==> config.mk <==
export PLATFORM = sky130hd
export DESIGN_NAME = vga_scan_timing
export DESIGN_NICKNAME = d
export VERILOG_FILES = /design/src/rtl/vga_scan_timing.sv
export SDC_FILE = /design/constraint.sdc
export NUM_CORES = 1
export LEC_CHECK = 0
export CAP_MARGIN = 20
export CORE_MARGIN = 2
export CORE_UTILIZATION = 54
export DETAILED_ROUTE_END_ITERATION = 8
export PLACE_DENSITY = 0.85
export SETUP_SLACK_MARGIN = 0.4
export SYNTH_ARGS = -nofsm -noshare
export SYNTH_HDL_FRONTEND = slang
export SYNTH_SLANG_ARGS = --single-unit
==> constraint.sdc <==
create_clock -name uclk -period 4 [get_ports uclk]
set_input_delay 0.8 -clock uclk [delete_from_list [all_inputs] [get_ports uclk]]
set_output_delay 0.8 -clock uclk [all_outputs]
set_load 0.1 [all_outputs]
==> src/rtl/vga_scan_timing.sv <==
// Raster timing generator: pixel counters, delay-aligned syncs, blanked RGB and the snake move strobe.
// Optional colour-bar test pattern is built in when VGA_TESTPATTERN_EN is defined.
module vga_scan_timing #(
    parameter int H_VISIBLE   = 800,
    parameter int H_FRONT     = 56,
    parameter int H_SYNC      = 120,
    parameter int H_BACK      = 64,
    parameter int V_VISIBLE   = 600,
    parameter int V_FRONT     = 37,
    parameter int V_SYNC      = 6,
    parameter int V_BACK      = 23,
    parameter int SYNC_POL    = 1,
    parameter int MOVE_FRAMES = 6
) (
    input  logic        uclk,
    input  logic        reset,
`ifdef VGA_TESTPATTERN_EN
    input  logic        test_mode,
`endif
    input  logic [2:0]  Rin,
    input  logic [2:0]  Gin,
    input  logic [1:0]  Bin,
    output logic [10:0] PixelX,
    output logic [10:0] PixelY,
    output logic        hsync,
    output logic        vsync,
    output logic [2:0]  R,
    output logic [2:0]  G,
    output logic [1:0]  B,
    output logic        video_on,
    output logic        mover,
    output logic        frame_start
);

    localparam logic [10:0] H_VIS     = 11'(H_VISIBLE);
    localparam logic [10:0] H_TOTAL   = 11'(H_VISIBLE + H_FRONT + H_SYNC + H_BACK);
    localparam logic [10:0] HS_START  = 11'(H_VISIBLE + H_FRONT);
    localparam logic [10:0] HS_END    = 11'(H_VISIBLE + H_FRONT + H_SYNC);
    localparam logic [10:0] V_VIS     = 11'(V_VISIBLE);
    localparam logic [10:0] V_TOTAL   = 11'(V_VISIBLE + V_FRONT + V_SYNC + V_BACK);
    localparam logic [10:0] VS_START  = 11'(V_VISIBLE + V_FRONT);
    localparam logic [10:0] VS_END    = 11'(V_VISIBLE + V_FRONT + V_SYNC);
    localparam logic        SYNC_ON   = (SYNC_POL != 0);
    localparam logic [7:0]  MOVE_LAST = 8'(MOVE_FRAMES - 1);

    logic       active;
    logic       hs0;
    logic       vs0;
    logic       active_d1;
    logic       hs_d1;
    logic       vs_d1;
    logic [7:0] frame_cnt;
    logic [2:0] r_src;
    logic [2:0] g_src;
    logic [1:0] b_src;

    always_ff @(posedge uclk) begin
        if (reset) begin
            PixelX <= 11'd0;
            PixelY <= 11'd0;
        end else if (PixelX == H_TOTAL - 11'd1) begin
            PixelX <= 11'd0;
            PixelY <= (PixelY == V_TOTAL - 11'd1) ? 11'd0 : PixelY + 11'd1;
        end else begin
            PixelX <= PixelX + 11'd1;
        end
    end

    assign active = (PixelX < H_VIS) && (PixelY < V_VIS);
    assign hs0    = (PixelX >= HS_START) && (PixelX < HS_END);
    assign vs0    = (PixelY >= VS_START) && (PixelY < VS_END);

    // Gated by reset so the strobe cannot fire while the counters are held at the origin.
    assign frame_start = !reset && (PixelX == 11'd0) && (PixelY == 11'd0);
    assign mover       = frame_start && (frame_cnt == MOVE_LAST);

    always_ff @(posedge uclk) begin
        if (reset) begin
            frame_cnt <= 8'd0;
        end else if (frame_start) begin
            frame_cnt <= (frame_cnt == MOVE_LAST) ? 8'd0 : frame_cnt + 8'd1;
        end
    end

`ifdef VGA_TESTPATTERN_EN
    localparam logic [10:0] BAR_W = 11'(H_VISIBLE / 8);

    logic [10:0] bar_px;
    logic [2:0]  bar_idx;
    logic [2:0]  bar_d1;

    // Bar index tracked alongside PixelX so no divider is needed.
    always_ff @(posedge uclk) begin
        if (reset) begin
            bar_px  <= 11'd0;
            bar_idx <= 3'd0;
            bar_d1  <= 3'd0;
        end else begin
            bar_d1 <= bar_idx;
            if (PixelX == H_TOTAL - 11'd1) begin
                bar_px  <= 11'd0;
                bar_idx <= 3'd0;
            end else if (bar_px == BAR_W - 11'd1) begin
                bar_px  <= 11'd0;
                bar_idx <= bar_idx + 3'd1;
            end else begin
                bar_px <= bar_px + 11'd1;
            end
        end
    end

    always_comb begin
        r_src = Rin;
        g_src = Gin;
        b_src = Bin;
        if (test_mode) begin
            r_src = {3{bar_d1[2]}};
            g_src = {3{bar_d1[1]}};
            b_src = {2{bar_d1[0]}};
        end
    end
`else
    always_comb begin
        r_src = Rin;
        g_src = Gin;
        b_src = Bin;
    end
`endif

    // Second stage lands on the pins together with the RGB the game logic returned.
    always_ff @(posedge uclk) begin
        if (reset) begin
            active_d1 <= 1'b0;
            hs_d1     <= 1'b0;
            vs_d1     <= 1'b0;
            video_on  <= 1'b0;
            hsync     <= ~SYNC_ON;
            vsync     <= ~SYNC_ON;
            R         <= 3'd0;
            G         <= 3'd0;
            B         <= 2'd0;
        end else begin
            active_d1 <= active;
            hs_d1     <= hs0;
            vs_d1     <= vs0;
            video_on  <= active_d1;
            hsync     <= hs_d1 ? SYNC_ON : ~SYNC_ON;
            vsync     <= vs_d1 ? SYNC_ON : ~SYNC_ON;
            R         <= active_d1 ? r_src : 3'd0;
            G         <= active_d1 ? g_src : 3'd0;
            B         <= active_d1 ? b_src : 2'd0;
        end
    end

endmodule

==> run summary, run 1 <==
Critical Path Source: reset
DR DRC count: 0
post-DR vias/cell: 5.776
IO Count: 45
Fillers: 300
Netlist cell types: 42
post-synthesis sequential area ratio: 0.4298
worst r2r src: PixelX[4]
Final Net Count: 299
CP required: 3200 ps
Routed Antenna Nets: 0
vias in the first global route: 1703
LEAKAGE: 0.9062 nW
crit end category: output port
Die Width: 65.61 um
Util after Layout: 0.7262
Die Y: 65.61 um
Post-CTS Repair Setup Buffers: 0
HP Class: reg2reg
Int Power: 605.7 uW
grt total ovfl: 0
Synth-to-Final Area Change: 29.73%
Mapped Cells: 238
syn_nets: 255
CTS tree: done
Final Cycle Share: 0.8112
Post-Layout Inst Area: 2659 um2
Routability Congestion: 0.8087
crit-path max FO: 4
Psw: 251.0 uW
maxcap violations: 0
Logic pwr share: 0.139
CTS Root Cell: clkbuf_8
Hold Path Origin: hs_d1
status: complete, no violations
number of synthesized flops with an enable pin: 0
gr usage total: 0.2367
Finish-stage setup viols: 0
share of layout cells above drive strength 1: 0.06714
setup tns final: 0 ps
vias: 1912
Avg Cell Area, Syn: 8.611 um2
Max-slew headroom: 0.3511
Cell Area, Synth: 2049 um2
ys async rst share: 0
IO buf count: 44
Initial Util: 0.5598
Flop pwr share: 0.528
crit path DAT: 2440 ps
Switching Share: 0.2930
Wirelength per Cell: 14.24 um
die footprint: 4304 um2
Synthesis Warnings: 0
crit start category: input pin
CTS Buffer Depth: 2
Pins Over Slew Limit: 0
Slew @ Worst Pin: 970.3 ps
post-cts resize count: 0
worst skew pair latency: 300 ps
TritonRoute pass-1 iters: 4
clk_skew: 6.937 ps
Final Critical Period: 3245 ps
Fin. Hold Viols: 0
final WL: 4712 um
initial antenna violation count: 0
Clk pwr share: 0.334
first-pass GRT wire length: 7990 um
HPWL Detailed: 3373 um
pin count of the biggest net entering global routing: 16
placed cell area: 2566 um2
RSZ-0062 raised after global routing: false
Top FF cell, synth: dfxtp_1
Cell Pwr Density: 322.2 nW/um2
number of cell rows: 22
TritonCTS Buffers: 5
Core ar.: 3661 um2
CTS sink count: 44
DRT iter0 DRCs: 88
Clk pin slew, worst setup/hold paths: 90 ps
Yosys reg bits: 44
critical path class: in2out
CTS H-tree lvls: 2
Diodes inserted: 0
Post-CTS Hold Buffers: 0
Max VDD drop: 0.2052 mV
highest clock rate: 308.2 MHz
## per-layer routing
layer,vias to the layer above,share of wire,track usage
met5,-,0,0
li1,948,-,-
met4,0,0.017,0.08073
met1,910,0.46,0.3161
met2,45,0.47,0.3852
met3,9,0.050,0.04281
## cells in the mapped netlist (5+ instances only)
| cell type | count | area, um2 |
|---|---|---|
| inv_1 | 9 | 33.78 |
| and4_1 | 5 | 43.79 |
| nand4_1 | 7 | 43.79 |
| o21ai_0 | 12 | 60.06 |
| xnor2_1 | 6 | 52.55 |
| a21oi_1 | 16 | 80.08 |
| and2_1 | 9 | 56.30 |
| nand2_1 | 16 | 60.06 |
| nor4_1 | 5 | 31.28 |
| ha_1 | 7 | 87.58 |
| nand3_1 | 17 | 85.08 |
| dfxtp_1 | 44 | 880.8 |
| nor2_1 | 19 | 71.32 |
| nor3_1 | 9 | 45.04 |
| or3_1 | 9 | 56.30 |
| clkbuf_1 | 7 | 26.28 |
## layout by cell type (no fill, tap or decap), types with 2 or more instances in the layout
master	instances
or2_2	2
clkbuf_8	5
dfxtp_1	44
or3_1	9
nand4_1	7
nor3b_1	2
nor4b_1	2
a221oi_1	2
xor2_1	3
ha_1	7
o311ai_0	2
o21ai_0	12
clkinvlp_4	2
a21oi_1	16
nor4_1	4
xnor2_1	6
inv_1	9
or4_4	2
nor2_1	19
buf_12	2
and3_1	3
nor3_1	8
nand4b_1	3
and4_1	5
nand2_1	16
nor2b_1	3
and2_1	9
mux2i_1	2
nand3_1	17
clkdlybuf4s50_1	42
## per-stage QoR
stage          hold WS, ps  worst slack [ps]  total power [mW]  std cells
3_3_place_gp         416.2             878.5            0.5793        323
4_1_cts              453.1             802.2            0.8611        331
6_report             444.9             755.3            0.8567        331
5_1_grt              463.8             693.1            0.8882        331
3_5_place_dp         432.7             809.3            0.5815        323
2_1_floorplan        413.8             381.1            0.5458        238
## cell families (layout without fill, tap and decap cells)
group / count (synthesis) / count (layout) / share of synthesized area
simple gates: 115 / 115 / 0.3114
flops: 44 / 44 / 0.4298
compound gates: 42 / 42 / 0.1258
buf+inv: 18 / 63 / 0.03663
xor+xnor: 9 / 9 / 0.03846
fa+ha+maj: 7 / 7 / 0.04273
mux: 3 / 3 / 0.01526
## registers in the layout, indices dropped and copies added, names as in the netlist
name       flops
PixelX        11
PixelY        11
frame_cnt      8
G              3
R              3
B              2
active_d1      1
hs_d1          1
hsync          1
video_on       1
vs_d1          1
vsync          1
## layout make-up
class	instances	area, um2	area share
multi-input cells	176	1120	0.4212
flip-flops and latches	44	880.8	0.3313
repair buffers	45	467.9	0.1760
clock buffers	5	68.82	0.02588
well taps	48	60.06	0.02259
inverters	10	37.54	0.01412
clock inverters	3	23.77	0.008941
## path summary, 6_finish.rpt
path,end,cells after the start,slack [ps]
worst min register to register,hsync,1,440
worst min-delay path,hsync,1,440
worst max-delay path,mover,5,760
worst max register to register,PixelY[3],4,1680
## power groups by stage
stage / clock network [mW] / logic, mW / registers [mW]
floorplan: 0 / 0.0394 / 0.506
global placement: 0 / 0.117 / 0.462
detailed placement: 0 / 0.119 / 0.463
CTS: 0.290 / 0.119 / 0.452
global route: 0.309 / 0.125 / 0.454
finish: 0.286 / 0.119 / 0.452
## critical path: stages
cell             delay [ps]
clkdlybuf4s50_1         460
nor3_1                  350
nand3_1                 260
nor4_4                  360
buf_12                  220
Note: power is estimated with default switching activity, not from simulation.
==> run 2: changes to the inputs <==
--- a/config.mk
+++ b/config.mk
@@ -7,9 +7,9 @@
 export LEC_CHECK = 0
 export CAP_MARGIN = 20
 export CORE_MARGIN = 2
-export CORE_UTILIZATION = 54
+export CORE_UTILIZATION = 45
 export DETAILED_ROUTE_END_ITERATION = 8
-export PLACE_DENSITY = 0.85
+export PLACE_DENSITY = 0.75
 export SETUP_SLACK_MARGIN = 0.4
 export SYNTH_ARGS = -nofsm -noshare
 export SYNTH_HDL_FRONTEND = slang
==> constraint.sdc (replaced) <==
create_clock -name uclk -period 2.9 [get_ports uclk]
set_input_delay 0.58 -clock uclk [delete_from_list [all_inputs] [get_ports uclk]]
set_output_delay 0.58 -clock uclk [all_outputs]
set_load 0.1 [all_outputs]
==> run 2 against run 1 <==
Net effect: global-route usage decreased by 3.7 points; critical path depth down 1; wire length grew 3.3%.
==> run summary, run 2 (synthesis results as in run 1) <==
status: complete, no violations (unchanged)
clk_skew: 5.647 ps (was 6.937 ps)
Multi-input gate area: 1196 um2 (was 1120 um2)
CTS H-tree lvls: 2 (unchanged)
post-DR vias/cell: 5.766 (was 5.776)
critical path class: reg2out (was in2out)
pin count of the biggest net entering global routing: 16 (unchanged)
placed cell area: 2586 um2 (was 2566 um2)
Clk pin slew, worst setup/hold paths: 90 ps (about the same)
Initial Util: 0.4675 (was 0.5598)
Reg area: 927.1 um2 (was 880.8 um2)
crit-path max FO: 7 (was 4)
gr usage total: 0.2000 (was 0.2367)
largest registers: PixelX (11), PixelY (11), frame_cnt (8) (unchanged)
CTS Buffer Depth: 2 (unchanged)
final WL: 4867 um (was 4712 um)
Final Critical Period: 2360 ps
DRT iter0 DRCs: 145 (was 88)
Die Y: 71.49 um (was 65.61 um)
grt total ovfl: 0 (unchanged)
Max-slew headroom: 0.5154 (was 0.3511)
crit end category: output port (unchanged)
Die Width: 71.49 um (was 65.61 um)
Final Net Count: 301 (was 299)
Fillers: 392 (was 300)
number of cell rows: 24 (was 22)
Final Cycle Share: 0.8136
DR DRC count: 0 (unchanged)
Cell Pwr Density: 449.2 nW/um2 (was 322.2 nW/um2)
IO Count: 45 (unchanged)
Synth-to-Final Area Change: 33.70% (was 29.73%)
Fin. Hold Viols: 0 (unchanged)
CTS Root Cell: clkbuf_8 (unchanged)
maxcap violations: 0 (unchanged)
Max VDD drop: 0.2061 mV (was 0.2052 mV)
setup tns final: 0 ps (unchanged)
Diodes inserted: 0 (unchanged)
initial antenna violation count: 0 (unchanged)
vias: 1943 (was 1912)
CTS tree: done (unchanged)
vias in the first global route: 1777 (was 1703)
TritonRoute pass-1 iters: 4 (unchanged)
share of layout cells above drive strength 1: 0.3018 (was 0.06714)
crit path DAT: 1780 ps (was 2440 ps)
CTS sink count: 44 (unchanged)
HPWL Detailed: 3485 um (was 3373 um)
highest clock rate: 423.8 MHz
Wirelength per Cell: 14.44 um (was 14.24 um)
Routed Antenna Nets: 0 (unchanged)
worst skew pair latency: 300 ps (about the same)
LEAKAGE: 1.051 nW (was 0.9062 nW)
TritonCTS Buffers: 5 (unchanged)
RSZ-0062 raised after global routing: false (unchanged)
commonest non-fill, non-tap cell in the layout: buf_4 (was dfxtp_1)
Finish-stage setup viols: 0 (unchanged)
die footprint: 5110 um2 (was 4304 um2)
Post-Layout Inst Area: 2740 um2 (was 2659 um2)
IO buf count: 44 (unchanged)
crit start category: flop (was input pin)
Slew @ Worst Pin: 722.6 ps (was 970.3 ps)
Pins Over Slew Limit: 0 (unchanged)
Core ar.: 4384 um2 (was 3661 um2)
CP required: 2320 ps (was 3200 ps)
most frequent cells in the layout: 36 x buf_4, 21 x dfxtp_1, 19 x nor2_1 (was 44 x dfxtp_1, 42 x clkdlybuf4s50_1, 19 x nor2_1)
first-pass GRT wire length: 8204 um (was 7990 um)
HP Class: reg2reg (unchanged)
Routability Congestion: 0.9066 (was 0.8087)
run 2: layout make-up:
type                       count  area share
multi-input combinational    176      0.4365
sequential                    44      0.3384
timing repair buffer          47      0.1470
clock buffer                   6     0.03425
tap                           52     0.02374
inverter                      10     0.01370
clock inverter                 2    0.006393
run 2: per-stage QoR:
stage | power [mW] | hold WS (ps) | utilization | instances | setup slack (ps)
floorplan | 0.7536 | 413.8 | - | 238 | 132.8
global placement | 0.7976 | 419.9 | 0.5899 | 327 | 348.3
detailed placement | 0.7989 | 429.1 | 0.5899 | 327 | 323.8
CTS | 1.243 | 445.3 | 0.6204 | 336 | 450.4
global route | 1.283 | 455.4 | 0.6250 | 337 | 429.6
finish | 1.231 | 440.8 | 0.6250 | 337 | 540.4
run 2: final timing paths:
check | start | end | slack [ps] | cells after the start
setup reg to reg | PixelX[4] | PixelY[5] | 800 | 4
setup / recovery | PixelY[2] | mover | 540 | 4
hold reg to reg | hs_d1 | hsync | 440 | 1
hold / removal | hs_d1 | hsync | 440 | 1
run 2: timing repair:
item / 4_1_cts / 5_1_grt
setup endpoints to repair: 1 / 2
pin swaps: 1 / 3
gates resized for setup: 3 / 3
buffers inserted: 1 / 1
hold buffers: 0 / 0
run 2: power breakdown:
group | internal [mW] | switching, mW | total, mW
clock network | 0.225 | 0.217 | 0.442
registers | 0.611 | 0.00938 | 0.621
logic | 0.0531 | 0.115 | 0.168
run 2: worst max-delay path, stage by stage, from the launching register on:
cell,delay [ps]
dfxtp_2,370
nor3_2,370
nand3_2,190
nor4_4,340
buf_12,210
run 2: routing by layer:
layer / vias to the layer above / part of all wire / GRT usage
met5: - / 0 / 0
met4: 0 / 0.010 / 0.05660
met3: 6 / 0.057 / 0.04782
met2: 50 / 0.48 / 0.3405
met1: 932 / 0.45 / 0.2531
li1: 955 / - / -
==> run 3: changes to the inputs <==
--- a/config.mk
+++ b/config.mk
@@ -7,9 +7,9 @@
 export LEC_CHECK = 0
 export CAP_MARGIN = 20
 export CORE_MARGIN = 2
-export CORE_UTILIZATION = 45
+export CORE_UTILIZATION = 50
 export DETAILED_ROUTE_END_ITERATION = 8
-export PLACE_DENSITY = 0.75
+export PLACE_DENSITY = 0.79
 export SETUP_SLACK_MARGIN = 0.4
 export SYNTH_ARGS = -nofsm -noshare
 export SYNTH_HDL_FRONTEND = slang
==> constraint.sdc (replaced) <==
create_clock -name uclk -period 2.4 [get_ports uclk]
set_input_delay 0.48 -clock uclk [delete_from_list [all_inputs] [get_ports uclk]]
set_output_delay 0.48 -clock uclk [all_outputs]
set_load 0.1 [all_outputs]
==> run 3 against run 2 <==
Net effect: final cell count up 3.9%; non-clock buffer count up 15; clock power up 23%; combinational power up 37%; setup slack worse by 340 ps; total power up 24%; largest power group unchanged; wire length up 7.9%; sequential power up 21%; clock skew up 1.3 ps; global-route usage up 3.4 points; critical path depth up 2; core utilization up 11 points.
==> run summary, run 3 (synthesis results as in run 1) <==
status: complete, no violations (unchanged)
Wirelength per Cell: 15.00 um (was 14.44 um)
TritonRoute pass-1 iters: 4 (unchanged)
Psw: 431.7 uW (was 341.5 uW)
Die Width: 68.02 um (was 71.49 um)
share of layout cells above drive strength 1: 0.3767 (was 0.3018)
most frequent cells in the layout: 51 x buf_4, 20 x dfxtp_1, 19 x nor2_1 (was 36 x buf_4, 21 x dfxtp_1, 19 x nor2_1)
Core ar.: 3971 um2 (was 4384 um2)
grt total ovfl: 0 (unchanged)
number of cell rows: 23 (was 24)
critical path class: reg2out (unchanged)
Reg2Reg Setup Slack: 420 ps (was 800 ps)
Final Net Count: 316 (was 301)
final WL: 5251 um (was 4867 um)
Max VDD drop: 0.3135 mV (was 0.2061 mV)
RSZ-0062 raised after global routing: true (was false)
Util after Layout: 0.7325 (was 0.6250)
Clk pin slew, worst setup/hold paths: 90 ps (about the same)
CTS Root Cell: clkbuf_8 (unchanged)
maxcap violations: 0 (unchanged)
Finish-stage setup viols: 0 (unchanged)
IO buf count: 44 (unchanged)
Final Cycle Share: 0.9157
crit-path max FO: 2 (was 7)
HPWL Detailed: 3556 um (was 3485 um)
vias: 2017 (was 1943)
Logic pwr share: 0.151 (was 0.137)
CTS tree: done (unchanged)
commonest non-fill, non-tap cell in the layout: buf_4 (unchanged)
Post-CTS Hold Buffers: 0 (unchanged)
vias in the first global route: 1778 (was 1777)
Routed Antenna Nets: 0 (unchanged)
first-pass GRT wire length: 8211 um (was 8204 um)
gr usage total: 0.2345 (was 0.2000)
CTS sink count: 44 (unchanged)
Cell Pwr Density: 523.3 nW/um2 (was 449.2 nW/um2)
Pwr Total: 1.522 mW (was 1.231 mW)
Die Y: 68.02 um (was 71.49 um)
DRT iter0 DRCs: 158 (was 145)
Synth-to-Final Area Change: 41.94% (was 33.70%)
Clk pwr share: 0.357 (was 0.359)
TritonCTS Buffers: 5 (unchanged)
highest clock rate: 455.0 MHz
pin count of the biggest net entering global routing: 16 (unchanged)
LEAKAGE: 1.127 nW (was 1.051 nW)
post-DR vias/cell: 5.763 (was 5.766)
Pins Over Slew Limit: 0 (unchanged)
Fillers: 316 (was 392)
CTS H-tree lvls: 2 (unchanged)
Int Power: 1.091 mW (was 889.4 uW)
DR DRC count: 0 (unchanged)
pre-CTS setup slack: 82.33 ps (was 323.8 ps)
CTS Buffer Depth: 2 (unchanged)
Slew @ Worst Pin: 459.5 ps (was 722.6 ps)
worst skew pair latency: 310 ps (was 300 ps)
IO Count: 45 (unchanged)
largest registers: PixelX (11), PixelY (11), frame_cnt (8) (unchanged)
crit start category: flop (unchanged)
crit path DAT: 1720 ps (was 1780 ps)
CP required: 1920 ps (was 2320 ps)
Routability Congestion: 0.8897 (was 0.9066)
initial antenna violation count: 0 (unchanged)
die footprint: 4627 um2 (was 5110 um2)
Max-slew headroom: 0.6937 (was 0.5154)
fin worst setup slack: 202.3 ps (was 540.4 ps)
Flop pwr share: 0.492 (was 0.504)
Final Critical Period: 2198 ps
clk_skew: 6.985 ps (was 5.647 ps)
crit end category: output port (unchanged)
Diodes inserted: 0 (unchanged)
Initial Util: 0.5161 (was 0.4675)
setup tns final: 0 ps (unchanged)
Fin. Hold Viols: 0 (unchanged)
Hold WS: 438.1 ps (was 440.8 ps)
HP Class: reg2reg (unchanged)
Switching Share: 0.2836 (was 0.2774)
==> run 3: per-layer routing <==
metal  track usage  part of all wire  vias to the layer above
met5             0                 0                        -
met4       0.06000            0.0093                        0
met3       0.05099             0.074                        5
met2        0.4005              0.48                       71
met1        0.2988              0.44                      950
li1              -                 -                      991
==> run 3: per-stage QoR <==
| stage | area (um2) | cells |
|---|---|---|
| detailed placement | 2630 | 330 |
| floorplan | 2203 | 238 |
| global route | 2909 | 350 |
| finish | 2909 | 350 |
| global placement | 2630 | 330 |
| CTS | 2831 | 345 |
==> run 3: final cells by class <==
cell class / instances / area (um2) / area share
multi-input cells: 176 / 1255 / 0.4314
flip-flops and latches: 44 / 928.4 / 0.3191
repair buffers: 62 / 511.7 / 0.1759
clock buffers: 6 / 93.84 / 0.03226
well taps: 50 / 62.56 / 0.02151
inverters: 10 / 40.04 / 0.01376
clock inverters: 2 / 17.52 / 0.006022
==> run 3: worst max-delay path: stages (launching register included) <==
cell and delay (ps):
dfxtp_2 340, inv_2 60, ha_4 120, nor4b_4 220
nand2_2 130, nor4_4 330, buf_12 220
==> run 3: final timing paths <==
kind	from	to	cells after the start
setup / recovery	frame_cnt[1]	mover	6
hold / removal	hs_d1	hsync	1
setup reg to reg	PixelX[4]	PixelY[9]	4
hold reg to reg	hs_d1	hsync	1
==> run 3: timing repair <==
action,4_1_cts,5_1_grt
pin swaps,6,4
gates resized for setup,10,11
endpoints found under the setup margin,2,6
hold endpoints to repair,0,0
buffers inserted,7,5
==> run 3: power groups by stage <==
stage / clock [mW] / combinational (mW) / sequential (mW)
final: 0.544 / 0.230 / 0.749
after detailed placement: 0 / 0.204 / 0.768
after global placement: 0 / 0.202 / 0.767
after CTS: 0.549 / 0.223 / 0.748
after global routing: 0.579 / 0.243 / 0.751
after floorplan: 0 / 0.0717 / 0.840
